<file path="config.mk">
export PLATFORM = sky130hd
export DESIGN_NAME = mem_bist_ctrl
export DESIGN_NICKNAME = d
export VERILOG_FILES = /design/src/rtl/mem_bist_pkg.sv /design/src/rtl/mem_bist_checker.sv /design/src/rtl/mem_bist_ctrl.sv
export SDC_FILE = /design/constraint.sdc
export NUM_CORES = 1
export LEC_CHECK = 0
export CORE_AREA = 3 3 90 92
export DETAILED_ROUTE_END_ITERATION = 7
export DIE_AREA = 0 0 93 95
export DONT_BUFFER_PORTS = 1
export GPL_TIMING_DRIVEN = 0
export PLACE_DENSITY_LB_ADDON = 0.15
export SETUP_SLACK_MARGIN = 0.4
export SYNTH_ARGS = -nofsm -noshare
export SYNTH_HDL_FRONTEND = slang
export SYNTH_SLANG_ARGS = --single-unit
export TNS_END_PERCENT = 1
</file>
<file path="constraint.sdc">
create_clock -name clk -period 5.7 [get_ports clk]
set_input_delay 0.855 -clock clk [delete_from_list [all_inputs] [get_ports clk]]
set_output_delay 0.855 -clock clk [all_outputs]
set_load 0.05 [all_outputs]
</file>
<file path="src/rtl/mem_bist_pkg.sv">
// Shared types for the memory BIST controller: FSM state encoding,
// address-walk direction and a small state classification helper.
package mem_bist_pkg;

    typedef enum logic [2:0] {
        ST_IDLE    = 3'd0,
        ST_W_ASC   = 3'd1,
        ST_RW_RD   = 3'd2,
        ST_RW_WR   = 3'd3,
        ST_R_DESC  = 3'd4,
        ST_R_DRAIN = 3'd5,
        ST_DONE    = 3'd6
    } bist_state_e;

    typedef enum logic {
        DIR_ASC  = 1'b0,
        DIR_DESC = 1'b1
    } bist_dir_e;

    // The controller owns the memory port in every state except the two rest states.
    function automatic logic state_is_busy(input bist_state_e s);
        return !((s == ST_IDLE) || (s == ST_DONE));
    endfunction

endpackage

</file>
<file path="src/rtl/mem_bist_checker.sv">
// Read-data comparator for the BIST: counts mismatching compares (saturating)
// and remembers the address of the first mismatch since the last clear.
module mem_bist_checker
    import mem_bist_pkg::*;
#(
    parameter int DATA_WIDTH = 32,
    parameter int ADDR_WIDTH = 8
) (
    input  logic                  clk,
    input  logic                  rst,
    input  logic                  clear,
    input  logic                  cmp_en,
    input  logic [DATA_WIDTH-1:0] expected,
    input  logic [DATA_WIDTH-1:0] rdata,
    input  logic [ADDR_WIDTH-1:0] cmp_addr,
    output logic [ADDR_WIDTH+1:0] err_count,
    output logic [ADDR_WIDTH-1:0] first_err_addr
);

    logic [ADDR_WIDTH+1:0] err_count_q, err_count_d;
    logic [ADDR_WIDTH-1:0] first_err_addr_q, first_err_addr_d;
    logic                  mismatch;

    always_comb begin
        mismatch         = cmp_en && (rdata != expected);
        err_count_d      = err_count_q;
        first_err_addr_d = first_err_addr_q;
        if (clear) begin
            err_count_d      = '0;
            first_err_addr_d = '0;
        end else if (mismatch) begin
            if (err_count_q != '1) begin
                err_count_d = err_count_q + 1'b1;
            end
            // Only the very first mismatch of a run is recorded.
            if (err_count_q == '0) begin
                first_err_addr_d = cmp_addr;
            end
        end
    end

    always_ff @(posedge clk) begin
        if (rst) begin
            err_count_q      <= '0;
            first_err_addr_q <= '0;
        end else begin
            err_count_q      <= err_count_d;
            first_err_addr_q <= first_err_addr_d;
        end
    end

    assign err_count      = err_count_q;
    assign first_err_addr = first_err_addr_q;

endmodule

</file>
<file path="src/rtl/mem_bist_ctrl.sv">
// March-test BIST initiator: writes D ascending, read-D/write-~D ascending,
// then reads ~D descending, and reports pass/fail with error statistics.
module mem_bist_ctrl
    import mem_bist_pkg::*;
#(
    parameter int DATA_WIDTH = 32,
    parameter int ADDR_WIDTH = 8
) (
    input  logic                  clk,
    input  logic                  rst,
    input  logic                  start,
    input  logic [DATA_WIDTH-1:0] pattern,
    output logic                  busy,
    output logic                  done,
    output logic                  pass,
    output logic [ADDR_WIDTH+1:0] err_count,
    output logic [ADDR_WIDTH-1:0] first_err_addr,
    output logic                  mem_rd,
    output logic                  mem_wr,
    output logic [ADDR_WIDTH-1:0] mem_addr,
    output logic [DATA_WIDTH-1:0] mem_wdata,
    input  logic [DATA_WIDTH-1:0] mem_rdata
);

    localparam logic [ADDR_WIDTH-1:0] ADDR_FIRST = '0;
    localparam logic [ADDR_WIDTH-1:0] ADDR_LAST  = '1;

    bist_state_e           state_q, state_d;
    logic [ADDR_WIDTH-1:0] addr_q, addr_d;
    logic [DATA_WIDTH-1:0] pattern_q, pattern_d;
    logic                  rd_pend_q, rd_pend_d;
    logic [ADDR_WIDTH-1:0] rd_addr_q, rd_addr_d;

    logic                  start_ok;
    bist_dir_e             dir;
    logic [ADDR_WIDTH-1:0] addr_step;
    logic                  at_end;
    logic                  cmp_en;
    logic [DATA_WIDTH-1:0] cmp_exp;
    logic [ADDR_WIDTH-1:0] cmp_addr;

    // Address walker: only the final read phase runs downwards.
    always_comb begin
        start_ok  = start && !state_is_busy(state_q);
        dir       = (state_q == ST_R_DESC) ? DIR_DESC : DIR_ASC;
        addr_step = (dir == DIR_DESC) ? (addr_q - 1'b1) : (addr_q + 1'b1);
        at_end    = (dir == DIR_DESC) ? (addr_q == ADDR_FIRST) : (addr_q == ADDR_LAST);
    end

    always_comb begin
        state_d   = state_q;
        addr_d    = addr_q;
        pattern_d = pattern_q;
        rd_pend_d = 1'b0;
        rd_addr_d = rd_addr_q;
        mem_rd    = 1'b0;
        mem_wr    = 1'b0;
        mem_wdata = '0;
        cmp_en    = 1'b0;
        cmp_exp   = pattern_q;
        cmp_addr  = addr_q;

        unique case (state_q)
            ST_IDLE, ST_DONE: begin
                if (start_ok) begin
                    state_d   = ST_W_ASC;
                    addr_d    = ADDR_FIRST;
                    pattern_d = pattern;
                end
            end
            ST_W_ASC: begin
                mem_wr    = 1'b1;
                mem_wdata = pattern_q;
                if (at_end) begin
                    state_d = ST_RW_RD;
                    addr_d  = ADDR_FIRST;
                end else begin
                    addr_d = addr_step;
                end
            end
            ST_RW_RD: begin
                mem_rd  = 1'b1;
                state_d = ST_RW_WR;
            end
            ST_RW_WR: begin
                // Read data for this address arrives now, so check D and overwrite with ~D.
                mem_wr    = 1'b1;
                mem_wdata = ~pattern_q;
                cmp_en    = 1'b1;
                cmp_exp   = pattern_q;
                cmp_addr  = addr_q;
                if (at_end) begin
                    state_d = ST_R_DESC;
                end else begin
                    addr_d  = addr_step;
                    state_d = ST_RW_RD;
                end
            end
            ST_R_DESC: begin
                mem_rd    = 1'b1;
                rd_pend_d = 1'b1;
                rd_addr_d = addr_q;
                cmp_en    = rd_pend_q;
                cmp_exp   = ~pattern_q;
                cmp_addr  = rd_addr_q;
                if (at_end) begin
                    state_d = ST_R_DRAIN;
                end else begin
                    addr_d = addr_step;
                end
            end
            ST_R_DRAIN: begin
                cmp_en   = rd_pend_q;
                cmp_exp  = ~pattern_q;
                cmp_addr = rd_addr_q;
                state_d  = ST_DONE;
            end
            default: begin
                state_d = ST_IDLE;
            end
        endcase
    end

    always_ff @(posedge clk) begin
        if (rst) begin
            state_q   <= ST_IDLE;
            addr_q    <= '0;
            pattern_q <= '0;
            rd_pend_q <= 1'b0;
            rd_addr_q <= '0;
        end else begin
            state_q   <= state_d;
            addr_q    <= addr_d;
            pattern_q <= pattern_d;
            rd_pend_q <= rd_pend_d;
            rd_addr_q <= rd_addr_d;
        end
    end

    mem_bist_checker #(
        .DATA_WIDTH (DATA_WIDTH),
        .ADDR_WIDTH (ADDR_WIDTH)
    ) u_checker (
        .clk            (clk),
        .rst            (rst),
        .clear          (start_ok),
        .cmp_en         (cmp_en),
        .expected       (cmp_exp),
        .rdata          (mem_rdata),
        .cmp_addr       (cmp_addr),
        .err_count      (err_count),
        .first_err_addr (first_err_addr)
    );

    assign busy     = state_is_busy(state_q);
    assign done     = (state_q == ST_DONE);
    assign pass     = done && (err_count == '0);
    assign mem_addr = addr_q;

endmodule

</file>
==> run summary <==
Share of layout cells above drive strength 1 = 4.82%
Die width = 93 um
Worst hold slack = 457 ps
Max VDD drop = 0.124 mV
Vias in the first global route = 3571
Worst min path class = flip-flop to flip-flop
Initial antenna violation count = 0
PwrDens = 238 nW/um^2
Pre-CTS setup slack = 2490 ps
Vias = 3814
Final HPWL DP = 8510 um
Reg clk slew, reported paths = 70 ps
Core Footprint = 7290 um^2
Psw = 300 uW
First DRT Iteration DRCs = 218
Crit end category = output pin
Leakage = 1.45 nW
Row cnt = 31
Min cycle time layout = 3550 ps
DRC violations left = 0
Top_reg_cell synth = dfxtp_1
Sink Count = 70
RR Endpoint = mem_addr[6]
Clk_skew = 6.68 ps
Worst slew pin tran = 973 ps
Register area share after synthesis = 34.0%
Final hold vios = 0
Cell variety after synth = 48
Clock network power share = 37.2%
First-pass GRT wire length = 17600 um
Routability cong. = 0.840
DR vias/cell = 5.79
Nature of the critical path startpoint = flip-flop
Flop pwr share = 49.4%
Slew Viols, Final = 0
Clk buf depth = 2
FFs w/ async S/R, synth = 0%
Initial Util = 56.5%
GRT Total Usage = 25.1%
Worst-Skew Late Latency = 340 ps
Area growth syn-to-layout = 7.69%
Setup bufs post-CTS = 0
Total grt overflow = 0
Final WL = 11200 um
CP Data Arrival Time = 2700 ps
Antenna diodes = 0
Inserted Clock Buffers = 9
Most frequent cells in the layout = nand2_1, dfxtp_1, xnor2_1, nor2_1, a21oi_1
Hold Path Sink = rd_addr_q[3]
Final worst path period share = 62.3%
First-pass detailed-route iteration total = 5
Pin count of the biggest net entering global routing = 12
Net count, final = 628
Mapped cell area = 4120 um^2
Slew HR = 34.9%
Yosys reg bits = 70
Syn nets = 617
Die area = 8840 um^2
RSZ-0062 raised after global routing = false
Combinational power share = 13.4%
Setup TNS = 0 ps
Hold path start = rd_addr_q[3]
Setup slack, reg-to-reg = 2470 ps
Cts repair resizes = 0
Root Driver = clkbuf_8
P_int = 757 uW
Crit path max fanout = 10
Mapped Cells = 545
R2r worst-path depth = 12
Multi-input logic area = 2540 um^2
Hold depth = 2
CTS Hold Bufs = 0
Core Util, Final = 60.8%
Detail Route Antenna Nets = 0
H-Tree Depth = 3
Io pins = 130
Max-Cap Viols = 0
Port Buffers = 0
Average size of a mapped cell = 7.56 um^2
Post-synth EDFFs = 0
Register area = 1400 um^2
CTS tree = built
Worst EP required = 4850 ps
Status = finished, final reports clean
Drt wl/cell = 16.9 um
Reg2reg start = state_q[2]
Final setup viols = 0
F_max = 0.281 GHz
Final worst slack = 2150 ps
Fillers = 708
Net Sw Frac = 28.4%
Commonest non-fill, non-tap cell in the layout = nand2_1
Die Ht = 95 um
Yosys warning count = 0
Setup CP Type = flip-flop to output pin
logic make-up after synthesis:
group                      after synthesis  synth area share (%)
and+or+nand+nor                        233                  26.3
DFF                                     70                  34.0
AOI/OAI and AO/OA                      111                  16.2
muxes                                   11                  2.70
adders and majority gates                5                  1.52
xor gates and xnor gates                69                  14.7
buffers and inverters                   46                  4.50
cells in the mapped netlist, drive strengths merged, types with 4 or more instances:
library cell  number  area (um^2)
nand2             96          360
dfxtp             70         1400
xnor2             61          534
nor2              58          218
a21oi             56          280
clkbuf            29          109
nor3              16         80.1
o21ai             12         60.1
mux2i             10          100
nand3             10         50.1
nor4              10         83.8
o21a              10         75.1
a21boi             9         67.6
buf                9         46.3
nand4              9         56.3
or3                8         50.1
xor2               8         70.1
inv                7         26.3
o22ai              7         50.1
or4                7         52.6
nand2b             6         45.0
and3               5         31.3
ha                 5         62.6
a22oi              4         30.0
metal layers:
metal | routed length (um) | vias up | track usage (%) | part of all wire [%]
met4 | 206 | 0 | 10.0 | 1.8
met5 | 0 | - | 0 | 0
li1 | - | 1878 | - | -
met2 | 5070 | 138 | 38.7 | 45
met1 | 4940 | 1777 | 33.4 | 44
met3 | 939 | 21 | 6.69 | 8.4
final cells by class:
type                            count  area share, %
Buffer                             38           3.50
Clock inverter                      5           1.13
Clock buffer                       10           3.10
Tap cell                           99           2.79
Inverter                            8          0.677
Multi-Input combinational cell    429           57.2
Sequential cell                    70           31.6
critical path, stage by stage, from the launching register on:
cell      delay, ps
dfxtp_1         320
buf_6           120
clkbuf_1        420
buf_1           620
xnor2_1         140
nor2_1          730
state kept, by name, summed over array words and instances, names as in the netlist:
name                      flops
pattern_q                    32
mem_addr                      8
rd_pend_q                     1
state_q                       3
u_checker.err_count          10
u_checker.first_err_addr      8
rd_addr_q                     8
metrics by stage:
step           area [um^2]  instances  total power, mW
2_1_floorplan         4120        545            0.644
3_3_place_gp          4240        644            0.671
3_5_place_dp          4250        644            0.674
4_1_cts               4430        659             1.06
5_1_grt               4430        659             1.10
6_report              4430        659             1.06
worst max path at each step:
stage                           start       endpoint  slack [ps]  depth (start not counted)
5_1_grt                    state_q[1]  mem_wdata[30]        1980                          5
3_3_place_gp   u_checker.err_count[9]           pass        2520                          3
6_report                   state_q[1]  mem_wdata[26]        2150                          5
4_1_cts                    state_q[1]  mem_wdata[26]        2130                          5
3_5_place_dp               state_q[2]    mem_addr[6]        2490                         12
2_1_floorplan  u_checker.err_count[8]           pass        2830                          3
power groups by stage:
stage / Combinational [mW] / Sequential (mW) / Clock (mW)
3_3_place_gp: 0.139 / 0.532 / 0
3_5_place_dp: 0.141 / 0.533 / 0
4_1_cts: 0.141 / 0.522 / 0.396
6_report: 0.142 / 0.522 / 0.393
5_1_grt: 0.155 / 0.524 / 0.422
2_1_floorplan: 0.115 / 0.530 / 0
Note: power is estimated with default switching activity, not from simulation.
